$ cat src/rtl/instr_fetch_stage_pkg.sv
// Shared definitions for the instruction fetch stage.
//   XLEN         : width of fetch addresses and instruction words
//   IF_NOP_WORD  : instruction presented at IF/ID when no valid entry exists
//   word_t       : one address or instruction word
//   ifid_t       : IF/ID boundary bundle {instr, pc, valid}
package instr_fetch_stage_pkg;

  localparam int unsigned XLEN = 32;

  typedef logic [XLEN-1:0] word_t;

  localparam word_t IF_NOP_WORD = 32'h0000_0000;

  typedef struct packed {
    word_t instr;
    word_t pc;
    logic  valid;
  } ifid_t;

endpackage

$ cat src/rtl/fetch_skid_fifo.sv
// Skid FIFO that holds fetched {instruction, pc} pairs in front of decode.
//   Clk, Reset : clock, synchronous active-high reset
//   clear_i    : drop all entries (redirect); overrides push and pop
//   push_i     : write {instr_i, pc_i} at the write pointer
//   pop_i      : consume the head entry; ignored when empty
//   instr_i    : instruction word to store
//   pc_i       : address of instr_i
//   head_o     : head entry, or {NOP_WORD, 0, 0} when empty
//   count_o    : number of stored entries (0..DEPTH)
module fetch_skid_fifo
  import instr_fetch_stage_pkg::*;
#(
  parameter int unsigned DEPTH    = 2,
  parameter word_t       NOP_WORD = IF_NOP_WORD,
  localparam int unsigned PTR_W   = $clog2(DEPTH),
  localparam int unsigned CNT_W   = PTR_W + 1
) (
  input  logic             Clk,
  input  logic             Reset,
  input  logic             clear_i,
  input  logic             push_i,
  input  logic             pop_i,
  input  word_t            instr_i,
  input  word_t            pc_i,
  output ifid_t            head_o,
  output logic [CNT_W-1:0] count_o
);

  logic [PTR_W-1:0] wr_ptr_q, wr_ptr_d;
  logic [PTR_W-1:0] rd_ptr_q, rd_ptr_d;
  logic [CNT_W-1:0] count_q,  count_d;
  logic             pop_eff;

  word_t instr_mem_q [DEPTH];
  word_t pc_mem_q    [DEPTH];

  assign pop_eff = pop_i & (count_q != '0);

  // NOTE: every signal written here gets a default first, so no path can leave it unassigned and infer a latch.
  always_comb begin
    wr_ptr_d = wr_ptr_q;
    rd_ptr_d = rd_ptr_q;
    count_d  = count_q;
    if (clear_i) begin
      wr_ptr_d = '0;
      rd_ptr_d = '0;
      count_d  = '0;
    end else begin
      // DEPTH is a power of two, so pointer increments wrap naturally.
      if (push_i)  wr_ptr_d = wr_ptr_q + PTR_W'(1);
      if (pop_eff) rd_ptr_d = rd_ptr_q + PTR_W'(1);
      count_d = count_q + CNT_W'(push_i) - CNT_W'(pop_eff);
    end
  end

  // NOTE: sequential state uses non-blocking assignments so every register samples pre-edge values.
  always_ff @(posedge Clk) begin
    if (Reset) begin
      wr_ptr_q <= '0;
      rd_ptr_q <= '0;
      count_q  <= '0;
    end else begin
      wr_ptr_q <= wr_ptr_d;
      rd_ptr_q <= rd_ptr_d;
      count_q  <= count_d;
    end
  end

  // NOTE: storage is not reset; count gates every read, so stale contents are never presented.
  always_ff @(posedge Clk) begin
    if (push_i && !clear_i) begin
      instr_mem_q[wr_ptr_q] <= instr_i;
      pc_mem_q[wr_ptr_q]    <= pc_i;
    end
  end

  always_comb begin
    head_o.valid = (count_q != '0);
    head_o.instr = head_o.valid ? instr_mem_q[rd_ptr_q] : NOP_WORD;
    head_o.pc    = head_o.valid ? pc_mem_q[rd_ptr_q]    : '0;
  end

  assign count_o = count_q;

endmodule

$ cat src/rtl/instr_fetch_stage.sv
// Instruction fetch stage: issues PC to a 1-cycle synchronous BRAM, tracks the
// single in-flight read and queues returned words in a skid FIFO for decode.
//   Clk, Reset  : clock, synchronous active-high reset
//   PC          : current fetch address
//   ID_stall    : decode cannot accept the head this cycle
//   Flush       : redirect; PC already holds the target
//   imem_addr   : BRAM read address (PC, combinational)
//   imem_en     : BRAM read enable / issue strobe
//   imem_rdata  : BRAM data, valid the cycle after issue
//   IF_stall    : PC register must hold
//   IFID_instr  : instruction at FIFO head (NOP_WORD when invalid)
//   IFID_pc     : address of IFID_instr (0 when invalid)
//   IFID_valid  : head entry valid
module instr_fetch_stage
  import instr_fetch_stage_pkg::*;
#(
  parameter int unsigned DEPTH    = 2,
  parameter word_t       NOP_WORD = IF_NOP_WORD
) (
  input  logic  Clk,
  input  logic  Reset,
  input  word_t PC,
  input  logic  ID_stall,
  input  logic  Flush,
  output word_t imem_addr,
  output logic  imem_en,
  input  word_t imem_rdata,
  output logic  IF_stall,
  output word_t IFID_instr,
  output word_t IFID_pc,
  output logic  IFID_valid
);

  localparam int unsigned CNT_W = $clog2(DEPTH) + 1;
  localparam int unsigned SUM_W = CNT_W + 1;

  logic             req_valid_q, req_valid_d;
  word_t            req_pc_q,    req_pc_d;
  logic [CNT_W-1:0] count;
  logic [SUM_W-1:0] occupancy;
  logic             pop;
  logic             push;
  logic             issue_ok;
  ifid_t            head;

  assign pop = head.valid & ~ID_stall;

  // Entries held plus the read in flight, minus what leaves this cycle.
  // A pop implies count >= 1, so the subtraction cannot underflow.
  assign occupancy = SUM_W'(count) + SUM_W'(req_valid_q) - SUM_W'(pop);
  assign issue_ok  = occupancy < SUM_W'(DEPTH);

  // A redirect always issues: the flush empties the FIFO and kills the in-flight read.
  assign imem_en   = ~Reset & (issue_ok | Flush);
  assign IF_stall  = ~imem_en;
  assign imem_addr = PC;

  assign req_valid_d = imem_en;
  assign req_pc_d    = imem_en ? PC : req_pc_q;

  always_ff @(posedge Clk) begin
    if (Reset) begin
      req_valid_q <= 1'b0;
      req_pc_q    <= '0;
    end else begin
      req_valid_q <= req_valid_d;
      req_pc_q    <= req_pc_d;
    end
  end

  // Data returning during a flush belongs to the abandoned path.
  assign push = req_valid_q & ~Flush;

  fetch_skid_fifo #(
    .DEPTH    (DEPTH),
    .NOP_WORD (NOP_WORD)
  ) u_fifo (
    .Clk     (Clk),
    .Reset   (Reset),
    .clear_i (Flush),
    .push_i  (push),
    .pop_i   (pop),
    .instr_i (imem_rdata),
    .pc_i    (req_pc_q),
    .head_o  (head),
    .count_o (count)
  );

  assign IFID_instr = head.instr;
  assign IFID_pc    = head.pc;
  assign IFID_valid = head.valid;

endmodule

$ cat config.mk
export PLATFORM = sky130hd
export DESIGN_NAME = instr_fetch_stage
export DESIGN_NICKNAME = d
export VERILOG_FILES = /design/src/rtl/instr_fetch_stage_pkg.sv /design/src/rtl/fetch_skid_fifo.sv /design/src/rtl/instr_fetch_stage.sv
export SDC_FILE = /design/constraint.sdc
export NUM_CORES = 1
export LEC_CHECK = 0
export BUFFER_PORTS_ARGS = -buffer_cell sky130_fd_sc_hd__buf_2
export CORE_MARGIN = 8
export CORE_UTILIZATION = 44
export DETAILED_ROUTE_END_ITERATION = 6
export PLACE_DENSITY = 0.67
export SLEW_MARGIN = 10
export SYNTH_ARGS = -nofsm -noshare
export SYNTH_HDL_FRONTEND = slang
export SYNTH_SLANG_ARGS = --single-unit
$ cat constraint.sdc
create_clock -name Clk -period 9.7 [get_ports Clk]
set_input_delay 0.485 -clock Clk [delete_from_list [all_inputs] [get_ports Clk]]
set_output_delay 0.485 -clock Clk [all_outputs]
set_load 0.005 [all_outputs]
==> impl_metrics.xml <==
<?xml version="1.0" encoding="UTF-8"?>
<metrics>
  <group name="clock_tree">
    <metric name="ctsRootBufferMaster" unit="">sky130_fd_sc_hd__clkbuf_16</metric>
    <metric name="clock_insertion_delay_worst_skew" unit="ns">0.41</metric>
    <metric name="cts_buffer_depth" unit="">2</metric>
    <metric name="tritoncts_num_sinks" unit="">166</metric>
    <metric name="post-cts-setup-buffers" unit="">0</metric>
    <metric name="cts_tree" unit="">done</metric>
    <metric name="cts_hold_buffers" unit="">0</metric>
    <metric name="numCtsBuffers" unit="">17</metric>
    <metric name="clock_tree.htree_level_count" unit="">4</metric>
    <metric name="clk_transition_reported_paths" unit="ns">0.06</metric>
    <metric name="ctsResizeCount" unit="">0</metric>
  </group>
  <group name="pwr">
    <metric name="leakagePower" unit="uW">0.00338</metric>
    <metric name="sw_frac_of_total" unit="">0.236</metric>
    <metric name="pwr_density_cell" unit="nW/um^2">192</metric>
    <metric name="switching_power" unit="uW">390</metric>
    <metric name="internal_power" unit="uW">1260</metric>
    <metric name="combinational_share_of_power" unit="">0.097</metric>
    <metric name="p_seq_frac" unit="">0.514</metric>
    <metric name="worst_ir_drop_vdd" unit="mV">0.127</metric>
    <metric name="power.share.clock" unit="">0.389</metric>
  </group>
  <group name="timing">
    <metric name="minimum_clock_period" unit="ns">3.61</metric>
    <metric name="setup_violations" unit="">0</metric>
    <metric name="timing.final.ws_setup" unit="ns">6.09</metric>
    <metric name="timing.slew.headroom" unit="">0.267</metric>
    <metric name="clock.fmax" unit="MHz">277</metric>
    <metric name="skew" unit="ns">0.00743</metric>
    <metric name="final.setup.tns" unit="ns">0</metric>
    <metric name="final_period_util" unit="">0.372</metric>
    <metric name="tightest_pin_transition" unit="ns">1.09</metric>
    <metric name="finalHoldViolCount" unit="">0</metric>
    <metric name="final_max_slew_viol_count" unit="">0</metric>
    <metric name="rsz_0062_raised_after_global_routing" unit="">false</metric>
  </group>
  <group name="yosys">
    <metric name="synth_cell_types" unit="">27</metric>
    <metric name="seq_area_frac_synth" unit="">0.629</metric>
    <metric name="syn-instance-count" unit="">567</metric>
    <metric name="post_synth_instance_area" unit="sq um">7320</metric>
    <metric name="yosys_warnings" unit="">0</metric>
    <metric name="ffs_latches_synth" unit="">166</metric>
    <metric name="synth_fp_nets" unit="">639</metric>
    <metric name="avgSynthCellArea" unit="sq um">12.9</metric>
  </group>
  <group name="floorplan">
    <metric name="num_io_pins" unit="">167</metric>
    <metric name="core_region_area" unit="sq um">16400</metric>
    <metric name="number_of_placement_rows" unit="">47</metric>
    <metric name="chipHeight" unit="um">145</metric>
    <metric name="die-area" unit="sq um">21000</metric>
    <metric name="initial_utilization" unit="">0.446</metric>
    <metric name="die_width" unit="um">145</metric>
  </group>
  <group name="layout">
    <metric name="layout-drive-gt1-share" unit="">0.302</metric>
    <metric name="layoutNonFillerInstCount" unit="">909</metric>
    <metric name="final_common_cell" unit="">sky130_fd_sc_hd__buf_2</metric>
    <metric name="layout.core_utilization" unit="">0.524</metric>
    <metric name="num_antenna_cells" unit="">0</metric>
    <metric name="design_area" unit="sq um">8600</metric>
    <metric name="final_cell_mix" unit="">sky130_fd_sc_hd__buf_2 (166), sky130_fd_sc_hd__edfxtp_1 (128), sky130_fd_sc_hd__nor2_1 (66)</metric>
    <metric name="nNetsFinal" unit="">748</metric>
    <metric name="syn2layout_area_growth" unit="%">17.5</metric>
  </group>
  <group name="worst_setup_path">
    <metric name="regToRegEndpoint" unit="">req_pc_q[18]$_SDFFE_PP0P_</metric>
    <metric name="worstPathArrival" unit="ns">3.12</metric>
    <metric name="start_kind" unit="">register</metric>
    <metric name="critical_path.cell_chain" unit="">nor2_4 &gt; nor2_1 &gt; ha_1 &gt; nor2b_1 &gt; fa_1 &gt; xnor2_2 &gt; nor2_1 &gt; o21a_1 &gt; buf_2</metric>
    <metric name="r2r_slack" unit="ns">6.45</metric>
    <metric name="path_max_fanout" unit="">28</metric>
    <metric name="path_common_cell" unit="">sky130_fd_sc_hd__nor2_1</metric>
    <metric name="crit_required" unit="ns">9.22</metric>
    <metric name="cp_max_stage_cell" unit="">sky130_fd_sc_hd__xnor2_2</metric>
    <metric name="setup.worst_path.start" unit="">u_fifo.count_o[1]$_SDFF_PP0_</metric>
    <metric name="max_stage_delay" unit="ns">0.85</metric>
    <metric name="timing_worst_setup_path_type" unit="">register to output pin</metric>
    <metric name="r2r_cells" unit="">9</metric>
    <metric name="setup.worst_path.end_class" unit="">output pin</metric>
    <metric name="rr_startpoint" unit="">u_fifo.count_o[1]$_SDFF_PP0_</metric>
  </group>
  <group name="routing">
    <metric name="number_of_iterations_in_the_first_detailed_routing_pass" unit="">7</metric>
    <metric name="post_drt_wl_per_cell" unit="um">18.2</metric>
    <metric name="avgViaCountPerCell" unit="">5.40</metric>
    <metric name="initialDrtViolationCount" unit="">370</metric>
    <metric name="drtAntennaViolNets" unit="">0</metric>
    <metric name="via_count" unit="">4910</metric>
    <metric name="drt_wl_total" unit="um">16600</metric>
    <metric name="detail_route.drc_violations" unit="">2</metric>
  </group>
  <group name="global_routing">
    <metric name="grt_overflow" unit="">0</metric>
    <metric name="antenna_violations_before_repair" unit="">0</metric>
    <metric name="grt_pass1_vias" unit="">5102</metric>
    <metric name="maximum_number_of_pins_on_one_net_before_global_route_repair" unit="">71</metric>
    <metric name="grt_pass1_wl" unit="um">26300</metric>
    <metric name="grt_usage" unit="">0.155</metric>
  </group>
  <group name="outcome">
    <metric name="violated_checks" unit="">DRC</metric>
    <metric name="outcome" unit="">complete, but fails checks</metric>
  </group>
  <group name="run">
    <metric name="cap_violations" unit="">0</metric>
  </group>
  <group name="min_path">
    <metric name="hp-start" unit="">imem_rdata[20]</metric>
    <metric name="holdCritPathClass" unit="">input pin to register</metric>
    <metric name="hold-path-cell-count" unit="">1</metric>
    <metric name="whs_endpoint" unit="">u_fifo.instr_mem_q[1][20]$_DFFE_PP_</metric>
  </group>
  <group name="placed_design">
    <metric name="placed_cells_incl_taps" unit="">877</metric>
    <metric name="place_ws" unit="ns">6.37</metric>
    <metric name="dp.final_hpwl" unit="um">10200</metric>
    <metric name="portBuffers" unit="">166</metric>
    <metric name="gp_congestion" unit="">0.738</metric>
    <metric name="placed_cell_area" unit="sq um">8040</metric>
  </group>
</metrics>
power groups by stage:
stage,Sequential [uW],Combinational [uW],Clock (uW)
global route,855,179,686
finish,850,161,643
floorplan,856,109,0
detailed placement,865,162,0
global placement,861,156,0
CTS,850,163,657
worst max-delay path by stage:
stage	end	slack, ns	cells past startpoint
4_1_cts	imem_en	6.07	9
3_3_place_gp	req_pc_q[20]$_SDFFE_PP0P_	6.53	9
6_report	imem_en	6.09	9
2_1_floorplan	u_fifo.instr_mem_q[0][0]$_DFFE_PP_	5.54	3
3_5_place_dp	req_pc_q[18]$_SDFFE_PP0P_	6.37	9
5_1_grt	IF_stall	5.80	9
cells by family (layout without fill, tap and decap cells):
kind of cell    count (synthesis)  after routing  share of synthesized area
compound gates                 38             38                     0.0328
xor+xnor                        3              3                    0.00359
fa+ha+maj                       4              4                    0.00786
buf+inv                        88            210                     0.0663
flops                         166            166                      0.629
mux                            64             64                     0.0875
simple gates                  204            204                      0.173
metal layers:
metal,up-vias,share of wire,GRT usage
met5,-,0,0
met4,0,0.017,0.0600
met3,23,0.055,0.0442
met2,177,0.48,0.259
met1,2371,0.45,0.185
li1,2339,-,-
flip-flops by register name, summed over array words and instances, names as in the netlist, named ones only:
signal,cells
u_fifo.wr_ptr_q,1
u_fifo.pc_mem_q,64
u_fifo.count_o,2
u_fifo.instr_mem_q,64
u_fifo.rd_ptr_q,1
req_pc_q,32
req_valid_q,1
worst max-delay path, delay by kind of cell, from the launching register on:
| kind | cells | cell delay (ns) |
|---|---|---|
| adders and majority gates | 2 | 0.72 |
| buffers and inverters | 1 | 0.12 |
| DFF | 1 | 0.37 |
| and+or+nand+nor | 4 | 0.41 |
| xor gates and xnor gates | 1 | 0.85 |
| AOI/OAI and AO/OA | 1 | 0.22 |
layout make-up:
cell class                 instances  area [sq um]
timing repair buffer             171           868
clock buffer                      19           433
sequential                       166          4610
inverter                           7          26.3
multi-input combinational        313          2260
clock inverter                    13           133
tap                              220           275
fill                            1406          7800
synthesized netlist by cell type (all sizes together):
cell / instances / area share
xnor2: 3 / 0.0036
and2: 1 / 0.00086
clkbuf: 31 / 0.016
inv: 7 / 0.0036
o21a: 2 / 0.0021
or4b: 32 / 0.044
and3: 1 / 0.00086
o21ai: 2 / 0.0014
nor2: 67 / 0.034
a211oi: 2 / 0.0021
buf: 50 / 0.047
and3b: 32 / 0.038
mux2i: 64 / 0.088
or3: 1 / 0.00086
nor3: 2 / 0.0014
nand4: 32 / 0.027
nor2b: 4 / 0.0034
ha: 3 / 0.0051
dfxtp: 38 / 0.10
nand3: 32 / 0.022
fa: 1 / 0.0027
edfxtp: 128 / 0.53
a31oi: 32 / 0.027
through the flow:
step	hold slack (ns)	total power [uW]
global placement	0.464	1020
CTS	0.238	1670
global route	0.240	1720
detailed placement	0.470	1030
finish	0.260	1650
floorplan	0.447	965
No activity file was read; power rests on OpenSTA's default activity.
